==> src/rtl/compare_sort_engine.sv <==
// Block bubble sorter: loads N words, sorts them ascending with an external comparator, streams them out.
// Optional SORT_STATS_EN adds a saturating per-block swap counter on the swap_cnt port.
module compare_sort_engine #(
  parameter int unsigned N      = 8,
  parameter int unsigned DATA_W = 8
) (
  input  logic              clk,
  input  logic              rst_n,
  input  logic              in_valid,
  output logic              in_ready,
  input  logic [DATA_W-1:0] in_data,
  output logic [DATA_W-1:0] cmp_a,
  output logic [DATA_W-1:0] cmp_b,
  input  logic              cmp_eq,
  input  logic              cmp_gt,
  output logic              out_valid,
  input  logic              out_ready,
  output logic [DATA_W-1:0] out_data,
  output logic              busy
`ifdef SORT_STATS_EN
  ,
  output logic [15:0]       swap_cnt
`endif
);

  localparam int unsigned IDX_W = (N > 1) ? $clog2(N) : 1;
  localparam logic [IDX_W-1:0] LAST_IDX  = IDX_W'(N - 1);
  localparam logic [IDX_W-1:0] LAST_PASS = IDX_W'(N - 2);
  localparam logic [IDX_W-1:0] IDX_ONE   = IDX_W'(1);

  typedef enum logic [1:0] {
    S_LOAD = 2'd0,
    S_SORT = 2'd1,
    S_OUT  = 2'd2
  } state_t;

  state_t            state_q;
  state_t            state_d;

  logic [DATA_W-1:0] mem [N];
  logic [IDX_W-1:0]  wr_idx;
  logic [IDX_W-1:0]  rd_idx;
  logic [IDX_W-1:0]  j_q;
  logic [IDX_W-1:0]  p_q;
  logic              swapped_q;

  logic              load_fire;
  logic              load_last;
  logic              out_fire;
  logic              out_last;
  logic              do_swap;
  logic              pass_end;
  logic              sort_done;
  logic [IDX_W-1:0]  pass_last;
  logic [IDX_W-1:0]  j_nxt;
  logic [DATA_W-1:0] sort_head;

  // Handshake and sort-pass control decode
  always_comb begin
    load_fire = 1'b0;
    load_last = 1'b0;
    out_fire  = 1'b0;
    out_last  = 1'b0;
    do_swap   = 1'b0;
    pass_end  = 1'b0;
    sort_done = 1'b0;
    pass_last = LAST_PASS - p_q;
    j_nxt     = j_q + IDX_ONE;
    if (state_q == S_LOAD) begin
      load_fire = in_valid & in_ready;
      load_last = load_fire & (wr_idx == LAST_IDX);
    end
    if (state_q == S_OUT) begin
      out_fire = out_valid & out_ready;
      out_last = out_fire & (rd_idx == LAST_IDX);
    end
    if (state_q == S_SORT) begin
      // Equal operands never swap, which keeps the sort stable.
      do_swap   = cmp_gt & ~cmp_eq;
      pass_end  = (j_q == pass_last);
      sort_done = pass_end & ((p_q == LAST_PASS) | ~(swapped_q | do_swap));
    end
    // The last compare of a pass may swap slot 0, so OUT's first word follows the swap.
    sort_head = (do_swap && (j_q == '0)) ? mem[1] : mem[0];
  end

  // State register
  always_ff @(posedge clk or negedge rst_n) begin
    if (!rst_n) begin
      state_q <= S_LOAD;
    end else begin
      state_q <= state_d;
    end
  end

  // Next-state logic
  always_comb begin
    state_d = state_q;
    case (state_q)
      S_LOAD:  if (load_last) state_d = S_SORT;
      S_SORT:  if (sort_done) state_d = S_OUT;
      S_OUT:   if (out_last)  state_d = S_LOAD;
      default: state_d = S_LOAD;
    endcase
  end

  // Comparator operands, live only while sorting
  always_comb begin
    cmp_a = '0;
    cmp_b = '0;
    if (state_q == S_SORT) begin
      cmp_a = mem[j_q];
      cmp_b = mem[j_nxt];
    end
  end

  // Registered status and output data
  always_ff @(posedge clk or negedge rst_n) begin
    if (!rst_n) begin
      in_ready  <= 1'b1;
      busy      <= 1'b0;
      out_valid <= 1'b0;
      out_data  <= '0;
    end else begin
      in_ready  <= (state_d == S_LOAD);
      busy      <= (state_d != S_LOAD);
      out_valid <= (state_d == S_OUT);
      if ((state_q == S_SORT) && (state_d == S_OUT)) begin
        out_data <= sort_head;
      end else if (out_fire && !out_last) begin
        out_data <= mem[rd_idx + IDX_ONE];
      end
    end
  end

  // Load, pass and read indices
  always_ff @(posedge clk or negedge rst_n) begin
    if (!rst_n) begin
      wr_idx    <= '0;
      rd_idx    <= '0;
      j_q       <= '0;
      p_q       <= '0;
      swapped_q <= 1'b0;
    end else begin
      if (load_fire) begin
        wr_idx <= load_last ? '0 : wr_idx + IDX_ONE;
      end
      if (load_last) begin
        j_q       <= '0;
        p_q       <= '0;
        swapped_q <= 1'b0;
      end else if (state_q == S_SORT) begin
        if (sort_done) begin
          j_q       <= '0;
          p_q       <= '0;
          swapped_q <= 1'b0;
        end else if (pass_end) begin
          j_q       <= '0;
          p_q       <= p_q + IDX_ONE;
          swapped_q <= 1'b0;
        end else begin
          j_q       <= j_nxt;
          swapped_q <= swapped_q | do_swap;
        end
      end
      if (out_fire) begin
        rd_idx <= out_last ? '0 : rd_idx + IDX_ONE;
      end
    end
  end

  // Word storage; contents are don't-care after reset
  always_ff @(posedge clk) begin
    if (load_fire) begin
      mem[wr_idx] <= in_data;
    end else if (do_swap) begin
      mem[j_q]   <= mem[j_nxt];
      mem[j_nxt] <= mem[j_q];
    end
  end

`ifdef SORT_STATS_EN
  // Per-block swap count, cleared as each sort begins, saturating
  always_ff @(posedge clk or negedge rst_n) begin
    if (!rst_n) begin
      swap_cnt <= '0;
    end else if (load_last) begin
      swap_cnt <= '0;
    end else if (do_swap && (swap_cnt != 16'hFFFF)) begin
      swap_cnt <= swap_cnt + 16'd1;
    end
  end
`endif

endmodule
==> config.mk <==
export PLATFORM = sky130hd
export DESIGN_NAME = compare_sort_engine
export DESIGN_NICKNAME = d
export VERILOG_FILES = /design/src/rtl/compare_sort_engine.sv
export SDC_FILE = /design/constraint.sdc
export NUM_CORES = 1
export LEC_CHECK = 0
export CAP_MARGIN = 25
export CORE_MARGIN = 2
export CORE_UTILIZATION = 36
export DETAILED_ROUTE_END_ITERATION = 12
export PLACE_DENSITY = 0.65
export SYNTH_ARGS = -nofsm -noshare
export SYNTH_HDL_FRONTEND = slang
export SYNTH_SLANG_ARGS = --single-unit
==> constraint.sdc <==
create_clock -name clk -period 4.1 [get_ports clk]
set_clock_uncertainty 0.1 [all_clocks]
set_input_delay 0.615 -clock clk [delete_from_list [all_inputs] [get_ports clk]]
set_output_delay 0.615 -clock clk [all_outputs]
set_load 0.005 [all_outputs]
==> flow_summary.json <==
{
  "yosysSeqAreaShare": 0.441,
  "status": "finished, final reports clean",
  "worstSetupPathType": "reg2out",
  "cts_tree": "built",
  "cp_slowest_stage_delay_ps": 580,
  "arrival_ps": 3130,
  "crit_top_cell": "inv_1",
  "ys_top_cells_by_area": "edfxtp_1 (33%), mux2i_1 (12%), dfrtp_1 (11%)",
  "slew_headroom": 0.388,
  "synth_largest_area_cell": "edfxtp_1",
  "power_frac_seq": 0.367,
  "min_period_ps": 3840,
  "gp_congestion": 0.980,
  "fillCellCount": 1522,
  "cts_hold_buf": 0,
  "syn_inst": 569,
  "end_kind": "output pin",
  "synthTopCellsByCount": "nand2_1 (103), mux2i_1 (68), edfxtp_1 (64), o21ai_0 (49), nor2_1 (47)",
  "post-synth-top-count-cell": "nand2_1",
  "worstPathCellList": "inv_1 -> ha_1 -> inv_1 -> nor2_1 -> nand2_1 -> a31oi_1 -> clkdlybuf4s50_1",
  "ant_nets": 0,
  "avgSynthCellArea_um2": 10.2,
  "tightest_slew_ps": 918,
  "fmax_ghz": 0.260,
  "num_io_pins": 41,
  "period_share": 0.937,
  "cp-start-kind": "flop",
  "netSwitchingPower_uw": 1090,
  "sw_frac_of_total": 0.340,
  "ys_ff_latch": 90,
  "cts_buffers": 9,
  "cts_sinks": 90,
  "num_antenna_cells": 0,
  "final-setup-viol-count": 0,
  "placed_cells": 814,
  "overflow": 0,
  "cp_max_fo": 10,
  "grt_pass1_wl_um": 26800,
  "grt_max_degree": 34,
  "cts_buffer_depth": 2,
  "syn-num-nets": 591,
  "rsz0062_at_grt": "no",
  "synth_area_mm2": 0.00583,
  "p_comb_frac": 0.350,
  "drt-total-wl_um": 16900,
  "post_drt_wl_per_cell_um": 20.4,
  "die_w_um": 131,
  "start_util": 0.367,
  "ir_drop_mv": 0.263,
  "p_clk_frac": 0.284,
  "synth_edf_count": 64,
  "required_ps": 3380,
  "p_int_uw": 2120,
  "cp_num_buf_inv": 3,
  "dr_total_vias": 4843,
  "slowest_stage": "dfrtp_1",
  "hp-class": "reg2reg",
  "leakagePower_uw": 0.00255,
  "yosysWarningCount": 0,
  "htreeDepth": 3,
  "post_cts_resized": 0,
  "antenna_found_initial": 0,
  "place_hpwl_um": 12500,
  "final_cells": 830,
  "syn2layout_area_growth_pct": 17.1,
  "synth_top_area_frac": 0.330,
  "synth-async-reset-ratio": 0.289,
  "clk_pin_slew_ps": 70,
  "post-cts-setup-buffer-count": 0,
  "drc": 0,
  "drtPass1Iterations": 5,
  "drv_cap": 0,
  "io_buffers": 40,
  "critPathTopFamily": "buffers and inverters",
  "clkLatencyLatePin_ps": 350,
  "slew_violations": 0,
  "hold_violations": 0,
  "dr.first_iter.drc_count": 603,
  "die_h_um": 131,
  "drive_gt1_frac": 0.117,
  "ys.flop_type": "edfxtp_1",
  "powerDensity_mw_per_mm2": 470,
  "die_area_mm2": 0.0172,
  "yosysUniqueCellTypes": 47,
  "grtUsageTotal": 0.198,
  "tns_ps": 0,
  "core.rowCount": 46,
  "finalNetCount": 631,
  "via_per_inst": 5.83,
  "clockRootBuffer": "clkbuf_16",
  "coreArea_mm2": 0.0159,
  "grt_pass1_vias": 4614
}
logic make-up (layout without fill, tap and decap cells):
kind of cell | Yosys count | after routing | synth area share
AND/OR/NAND/NOR | 190 | 190 | 0.140
buffers and inverters | 37 | 82 | 0.0283
XOR/XNOR | 7 | 7 | 0.0131
adder cells (fa/ha/maj) | 8 | 8 | 0.0172
AO/OA/AOI/OAI | 140 | 140 | 0.147
multiplexers | 97 | 97 | 0.213
flip-flops | 90 | 90 | 0.441
per-layer routing:
layer | track usage | up-vias | wire [um]
met5 | 0 | - | 0
met3 | 0.0293 | 25 | 1310
met1 | 0.281 | 2367 | 7490
met4 | 0.0761 | 0 | 349
met2 | 0.308 | 224 | 7740
li1 | - | 2227 | -
power groups by stage:
| stage | Combinational (uW) | Sequential [uW] | Clock (uW) |
|---|---|---|---|
| finish | 1120 | 1180 | 910 |
| global route | 1200 | 1190 | 958 |
| CTS | 1100 | 1180 | 916 |
| detailed placement | 1100 | 1190 | 0 |
| global placement | 1070 | 1190 | 0 |
| floorplan | 744 | 1170 | 0 |
layout make-up:
class,instances,area (um2),area share
clock inverters,7,101,0.0148
flip-flops and latches,90,2570,0.377
well taps,216,270,0.0396
repair buffers,58,536,0.0784
inverters,8,30.0,0.00440
multi-input cells,442,3090,0.453
clock buffers,9,225,0.0330
final timing paths:
kind	start	to	slack, ps	cells after the start
max	j_q[1]$_DFFE_PN0P_	cmp_b[1]	260	7
min	rd_idx[1]$_DFFE_PN0P_	rd_idx[1]$_DFFE_PN0P_	410	2
max reg2reg	j_q[1]$_DFFE_PN0P_	mem[2][0]$_DFFE_PP_	1140	7
min reg2reg	rd_idx[1]$_DFFE_PN0P_	rd_idx[1]$_DFFE_PN0P_	410	2
max in group asynchronous	rst_n	in_ready$_DFF_PN1_	3050	2
min in group asynchronous	rst_n	p_q[1]$_DFFE_PN0P_	540	2
per-stage QoR:
stage	setup WS, ps	area (um2)	power (uW)	utilization	hold WS [ps]
after global placement	720	6500	2260	0.409	370
final	257	6830	3210	0.430	406
after floorplan	1020	5830	1910	-	219
after global routing	43.9	6830	3350	0.430	450
after CTS	292	6830	3190	0.430	416
after detailed placement	694	6500	2290	0.409	400
placed cells by master, fill, tap and decap left out, types with 2 or more instances in the layout:
master           netlist  routed
nand2_1              103     103
mux2i_1               68      68
edfxtp_1              64      64
o21ai_0               49      49
nor2_1                47      47
a21oi_1               40      40
clkdlybuf4s50_1        0      40
dfrtp_1               25      24
mux4_2                20      20
buf_4                  4      18
a22oi_1               14      14
nand3_1               11      11
clkbuf_16              0       9
inv_1                  8       8
mux2_2                 8       8
o22a_1                 8       8
a31oi_1                8       8
a32oi_1                8       8
ha_1                   8       8
nor3_1                 7       7
xnor2_1                5       5
nor2b_1                5       5
and2_1                 4       4
a41o_1                 4       4
nand2b_1               3       3
a31o_2                 2       2
nor3b_1                2       2
clkinvlp_4             0       2
clkinv_4               0       2
bufinv_16              0       2
worst reg2reg max path, delay by kind of cell (launching register included):
family / cells / cell delay [ps]
AOI/OAI and AO/OA: 1 / 240
adders and majority gates: 1 / 510
buffers and inverters: 3 / 590
DFF: 1 / 580
and+or+nand+nor: 2 / 640
state kept, by name, indices dropped and copies added (netlist names):
name,flops
mem,64
in_ready,1
out_data,8
out_valid,1
rd_idx,3
swapped_q,1
state_q,2
wr_idx,3
p_q,3
busy,1
j_q,3
Note: power is estimated with default switching activity, not from simulation.
